**src/rtl/ntt_arith_pkg.sv**
```systemverilog
// Shared arithmetic definitions for the NTT datapath: default word width,
// the NTT prime and the divider's FSM state encoding.
package ntt_arith_pkg;

  // Default residue width; products are 2*NTT_DW bits wide.
  localparam int NTT_DW = 16;

  // NTT prime modulus.
  localparam int NTT_Q  = 12289;

  typedef enum logic [1:0] {
    IDLE = 2'd0,
    BUSY = 2'd1,
    DONE = 2'd2
  } state_e;

endpackage

```
**src/rtl/seq_div_32by16_div_step.sv**
```systemverilog
// One radix-2 restoring step: shift the next dividend bit into the partial
// remainder, trial-subtract the divisor, keep the difference when no borrow.
module div_step #(
  parameter int DW = 16
) (
  input  logic [DW-1:0] prem_i,
  input  logic          bit_i,
  input  logic [DW-1:0] divisor_i,
  output logic [DW-1:0] prem_o,
  output logic          q_o
);

  logic [DW:0]   shifted;
  logic [DW+1:0] diff;
  logic          unused_msb;

  // The trial word is DW+1 bits; diff carries one extra bit so the borrow is
  // a true borrow-out even when the divisor is zero (every step then sets the
  // quotient bit and the remainder ends up as the low dividend bits).
  assign shifted = {prem_i, bit_i};
  assign diff    = {1'b0, shifted} - {2'b00, divisor_i};
  assign q_o     = ~diff[DW+1];

  // The kept residue is always below the divisor, so DW bits suffice; only
  // the divide-by-zero case overflows and there the low bits are what we want.
  assign prem_o  = q_o ? diff[DW-1:0] : shifted[DW-1:0];

  assign unused_msb = diff[DW] ^ shifted[DW];

endmodule

```
**src/rtl/seq_div_32by16.sv**
```systemverilog
// Sequential restoring divider: 2*DW-bit dividend / DW-bit divisor, one
// quotient bit per cycle, valid/ready on both sides.
// Optional: define SEQ_DIV_FAST_EN to finish divide-by-zero and
// dividend<divisor cases at acceptance instead of iterating.
module seq_div_32by16
  import ntt_arith_pkg::*;
#(
  parameter int DW    = NTT_DW,
  parameter int CNT_W = 6
) (
  input  logic            clk,
  input  logic            rst_n,
  input  logic            in_valid,
  output logic            in_ready,
  input  logic [2*DW-1:0] dividend,
  input  logic [DW-1:0]   divisor,
  output logic            out_valid,
  input  logic            out_ready,
  output logic [2*DW-1:0] quotient,
  output logic [DW-1:0]   remainder,
  output logic            div_by_zero
);

  localparam logic [CNT_W-1:0] ITERS = CNT_W'(2*DW);

  state_e          state_q, state_d;
  logic [CNT_W-1:0] cnt_q, cnt_d;
  logic [2*DW-1:0] dvd_q, dvd_d;   // dividend shifts out MSB, quotient in LSB
  logic [DW-1:0]   dvs_q, dvs_d;
  logic [DW-1:0]   prem_q, prem_d;
  logic [2*DW-1:0] quo_q, quo_d;
  logic [DW-1:0]   rem_q, rem_d;
  logic            dbz_q, dbz_d;

  logic [DW-1:0]   step_prem;
  logic            step_q;

  div_step #(.DW(DW)) u_step (
    .prem_i    (prem_q),
    .bit_i     (dvd_q[2*DW-1]),
    .divisor_i (dvs_q),
    .prem_o    (step_prem),
    .q_o       (step_q)
  );

  assign in_ready    = (state_q == IDLE);
  assign out_valid   = (state_q == DONE);
  assign quotient    = quo_q;
  assign remainder   = rem_q;
  assign div_by_zero = dbz_q;

  // State and datapath registers; reset aborts any operation in flight.
  always_ff @(posedge clk or negedge rst_n) begin
    if (!rst_n) begin
      state_q <= IDLE;
      cnt_q   <= '0;
      dvd_q   <= '0;
      dvs_q   <= '0;
      prem_q  <= '0;
      quo_q   <= '0;
      rem_q   <= '0;
      dbz_q   <= 1'b0;
    end else begin
      state_q <= state_d;
      cnt_q   <= cnt_d;
      dvd_q   <= dvd_d;
      dvs_q   <= dvs_d;
      prem_q  <= prem_d;
      quo_q   <= quo_d;
      rem_q   <= rem_d;
      dbz_q   <= dbz_d;
    end
  end

  // Next-state and datapath update. Results are only written to the output
  // registers on the final step, so a partial quotient is never visible.
  always_comb begin
    state_d = state_q;
    cnt_d   = cnt_q;
    dvd_d   = dvd_q;
    dvs_d   = dvs_q;
    prem_d  = prem_q;
    quo_d   = quo_q;
    rem_d   = rem_q;
    dbz_d   = dbz_q;
    unique case (state_q)
      IDLE: begin
        if (in_valid) begin
          dvd_d   = dividend;
          dvs_d   = divisor;
          prem_d  = '0;
          cnt_d   = ITERS;
          dbz_d   = 1'b0;
          state_d = BUSY;
`ifdef SEQ_DIV_FAST_EN
          // Trivial cases resolve immediately with the same values the
          // iteration would produce.
          if (divisor == '0) begin
            quo_d   = '1;
            rem_d   = dividend[DW-1:0];
            dbz_d   = 1'b1;
            cnt_d   = '0;
            state_d = DONE;
          end else if (dividend < {{DW{1'b0}}, divisor}) begin
            quo_d   = '0;
            rem_d   = dividend[DW-1:0];
            cnt_d   = '0;
            state_d = DONE;
          end
`endif
        end
      end
      BUSY: begin
        dvd_d  = {dvd_q[2*DW-2:0], step_q};
        prem_d = step_prem;
        cnt_d  = cnt_q - 1'b1;
        if (cnt_q == CNT_W'(1)) begin
          quo_d   = {dvd_q[2*DW-2:0], step_q};
          rem_d   = step_prem;
          dbz_d   = (dvs_q == '0);
          state_d = DONE;
        end
      end
      DONE: begin
        if (out_ready) state_d = IDLE;
      end
      default: state_d = IDLE;
    endcase
  end

endmodule

```
**config.mk**
```make
export PLATFORM = sky130hd
export DESIGN_NAME = seq_div_32by16
export DESIGN_NICKNAME = d
export VERILOG_FILES = /design/src/rtl/ntt_arith_pkg.sv /design/src/rtl/seq_div_32by16_div_step.sv /design/src/rtl/seq_div_32by16.sv
export SDC_FILE = /design/constraint.sdc
export NUM_CORES = 1
export LEC_CHECK = 0
export ABC_CLOCK_PERIOD_IN_PS = 2350
export CAP_MARGIN = 20
export CORE_AREA = 5 5 115 117
export DETAILED_ROUTE_END_ITERATION = 7
export DIE_AREA = 0 0 120 122
export PLACE_DENSITY = 0.8
export SETUP_SLACK_MARGIN = 0.1
export SLEW_MARGIN = 5
export SYNTH_ARGS = -nofsm -noshare
export SYNTH_HDL_FRONTEND = slang
export SYNTH_SLANG_ARGS = --single-unit
export TNS_END_PERCENT = 100
```
**constraint.sdc**
```tcl
create_clock -name clk -period 2.35 [get_ports clk]
set_input_delay 0.235 -clock clk [delete_from_list [all_inputs] [get_ports clk]]
set_output_delay 0.235 -clock clk [all_outputs]
set_load 0.01 [all_outputs]
```
==> flow_summary.toml <==
[status]
status = "finished, final reports clean"

[hold_path]
min_path_type = "in2reg"
min_from = "divisor[0]"

[clock_tree]
clkTransAtPathRegs_ns = 0.05
htree_levels = 4
clk_path_buf_depth = 2
cts_inserted_buffers = 17
clock-root-buffer = "clkbuf_16"
cts.sinks = 121
clk_latency_ns = 0.41
cts_tree = "done"

[layout]
seq_area_sq_um = 3030
final_nets = 736
drive_gt1_share_pct = 20.1
area_growth_pct = 37.3
multi_input_area_sq_um = 2630
diodes = 0
final_cells = 828
fillCellCount = 949
final_area_sq_um = 7800

[sta]
fin_crit_ns = 2.30
rsz0062_at_grt = "yes"
worst_pin_slew_ns = 0.581
fin_skew_ns = 0.00643
finalSetupViolCount = 0
fmax_mhz = 435
maxSlewHeadroom_pct = 61.3
fin_crit_sh_pct = 97.8
final_max_slew_viol_count = 0
hold_ws_ns = 0.363
hold_viol_final = 0

[drt]
drtAntennaViolNets = 0
via_per_inst = 5.49
drt_iter0_drc = 333
wl_per_cell_microns = 17.5
vias = 4548
drt_wl_total_mm = 14.5
drc = 0
dr.pass1.iters = 5

[synth]
ys_types = 50
synth_edf_count = 0
syn_avg_cell_area_sq_um = 10.4
async_reset_ff_share_pct = 100
ys_seq_elements = 121
syn_area_sq_um = 5680
yosysSeqAreaShare_pct = 53.3
ys_warn_count = 0
synth_cells = 545
synth_ff_type = "dfrtp_1"
syn_nets = 616

[critical_path]
r2r_start = "dvd_q[31]"
cp-startpoint = "dvd_q[31]"
path_max_fanout = 3
arrival_ns = 2.59
worstPathRequired_ns = 2.64
cp-end-kind = "flop"
criticalPathCategory = "reg2reg"
start_kind = "flop"

[global_routing]
antenna_found_initial = 0
globalRouteOverflowTotal = 0
grt_pass1_wl_mm = 23.7
grt_pass1_vias = 4727
grt_util_all_layers_pct = 20.4
grt_max_degree = 58

[pwr]
leakage_nw = 3.45
p_per_area_nw_per_um2 = 1740
peakVddDrop_v = 0.000700
p_total_mw = 13.6

[floorplanning]
die_height_microns = 122
placementRows = 41
dieWidth_microns = 120
design.core.area_sq_um = 12300
num_io_pins = 103
initial_core_util_pct = 46.3
die_area_sq_um = 14600

[placed_design]
place_congestion = 0.876
port_buffers = 102
dp_hpwl_mm = 9.91
placed_cell_area_sq_um = 6960
placed_cells = 789

[job]
drv_cap = 0
-- final timing paths --
kind | cells after the start | endpoint | slack [ns]
min reg2reg | 1 | cnt_q[5] | 0.47
min in group asynchronous | 2 | dvs_q[13] | 0.37
min | 3 | dvs_q[0] | 0.36
max in group asynchronous | 3 | dvd_q[5] | 1.25
max | 10 | remainder[8] | 0.05
max reg2reg | 10 | remainder[8] | 0.05
-- sequential cells by signal, indices dropped and copies added, names as in the netlist --
name         cells
quotient        32
remainder       16
prem_q          16
dvs_q           16
div_by_zero      1
dvd_q           32
cnt_q            6
state_q          2
-- report_power, final --
group	internal, mW	total (mW)	switching (mW)
sequential	3.10	3.83	0.735
combinational	3.50	7.17	3.67
clock	1.67	2.60	0.929
total	8.27	13.6	5.33
-- worst max-delay path: stages (launching register included) --
cell	delay, ns
dfrtp_1	0.37
inv_2	0.07
ha_4	0.13
inv_2	0.03
fa_2	0.34
a21o_1	0.22
a311oi_4	0.33
o21ai_0	0.20
xor2_1	0.18
mux2i_1	0.21
o21ai_1	0.10
-- timing repair --
action,CTS,global route
pin swaps,11,10
setup endpoints to repair,27,31
hold endpoints to repair,41,0
resized for setup,12,29
setup buffers,3,3
cloned,0,0
hold buffers,1,0
-- cells by family (layout without fill, tap and decap cells) --
group / count (synthesis) / count (layout) / share of synthesized area (%)
buf+inv: 50 / 183 / 3.83
fa+ha+maj: 19 / 19 / 4.32
xor+xnor: 13 / 13 / 2.00
compound gates: 132 / 132 / 15.0
simple gates: 164 / 164 / 12.7
mux: 46 / 46 / 8.83
flops: 121 / 121 / 53.3
-- cell usage in the layout, fill, tap and decap left out, types with 4 or more instances in the layout --
master,synthesis,final
ha_1,18,12
clkbuf_8,0,4
a21oi_2,3,5
dfrtp_1,121,120
inv_2,0,4
buf_4,0,25
xnor2_1,8,7
o21ai_1,20,22
mux2_2,33,33
nor2_1,8,7
clkbuf_16,0,17
nand3_1,17,17
clkdlybuf4s50_1,0,101
nand2_1,108,107
inv_1,20,16
nor4_1,4,4
o21ai_0,41,38
clkinvlp_4,0,4
a22oi_1,31,31
nand2b_1,7,7
a21oi_1,11,9
xor2_1,5,5
mux2i_1,13,5
mux2i_4,0,5
nor3_1,6,6
-- area by class of cell --
class / instances / area share (%)
Sequential cell: 121 / 38.8
Multi-Input combinational cell: 374 / 33.7
Timing Repair Buffer: 131 / 16.4
Clock buffer: 22 / 6.20
Tap cell: 150 / 2.41
Clock inverter: 10 / 1.51
Inverter: 20 / 0.962
-- stage by stage --
stage	setup slack [ns]	setup TNS [ns]	util (%)
after detailed placement	-0.0412	-0.113	56.7
final	0.0508	0	63.6
after global placement	-0.00542	-0.00542	56.7
after floorplan	0.130	0	-
after CTS	0.0758	0	62.4
after global routing	-0.0585	-0.111	63.6
-- metal layers --
| metal | vias up | share of wire, % | track usage, % |
|---|---|---|---|
| met5 | - | 0 | 0 |
| met4 | 0 | 1.2 | 6.44 |
| met3 | 20 | 5.6 | 6.08 |
| met2 | 151 | 51 | 34.3 |
| met1 | 2220 | 42 | 25.4 |
| li1 | 2157 | - | - |
-- synth_stat cells, types with 2 or more instances --
master | n | area [sq um]
a211oi_1 | 3 | 22.5
a21o_1 | 2 | 15.0
a21oi_1 | 11 | 55.1
a21oi_2 | 3 | 26.3
a22oi_1 | 31 | 233
a31o_2 | 2 | 17.5
and2_1 | 3 | 18.8
buf_1 | 3 | 11.3
buf_2 | 5 | 25.0
clkbuf_1 | 20 | 75.1
dfrtp_1 | 121 | 3030
ha_1 | 18 | 225
inv_1 | 20 | 75.1
mux2_2 | 33 | 372
mux2i_1 | 13 | 130
nand2_1 | 108 | 405
nand2b_1 | 7 | 43.8
nand3_1 | 17 | 85.1
nand4_1 | 3 | 18.8
nor2_1 | 8 | 30.0
nor2b_1 | 3 | 18.8
nor3_1 | 6 | 30.0
nor4_1 | 4 | 25.0
o211ai_1 | 2 | 15.0
o21a_1 | 2 | 15.0
o21ai_0 | 41 | 205
o21ai_1 | 20 | 100
o21bai_1 | 2 | 15.0
o31ai_1 | 2 | 15.0
xnor2_1 | 8 | 70.1
xor2_1 | 5 | 43.8
Power figures use the tool's default switching activity.
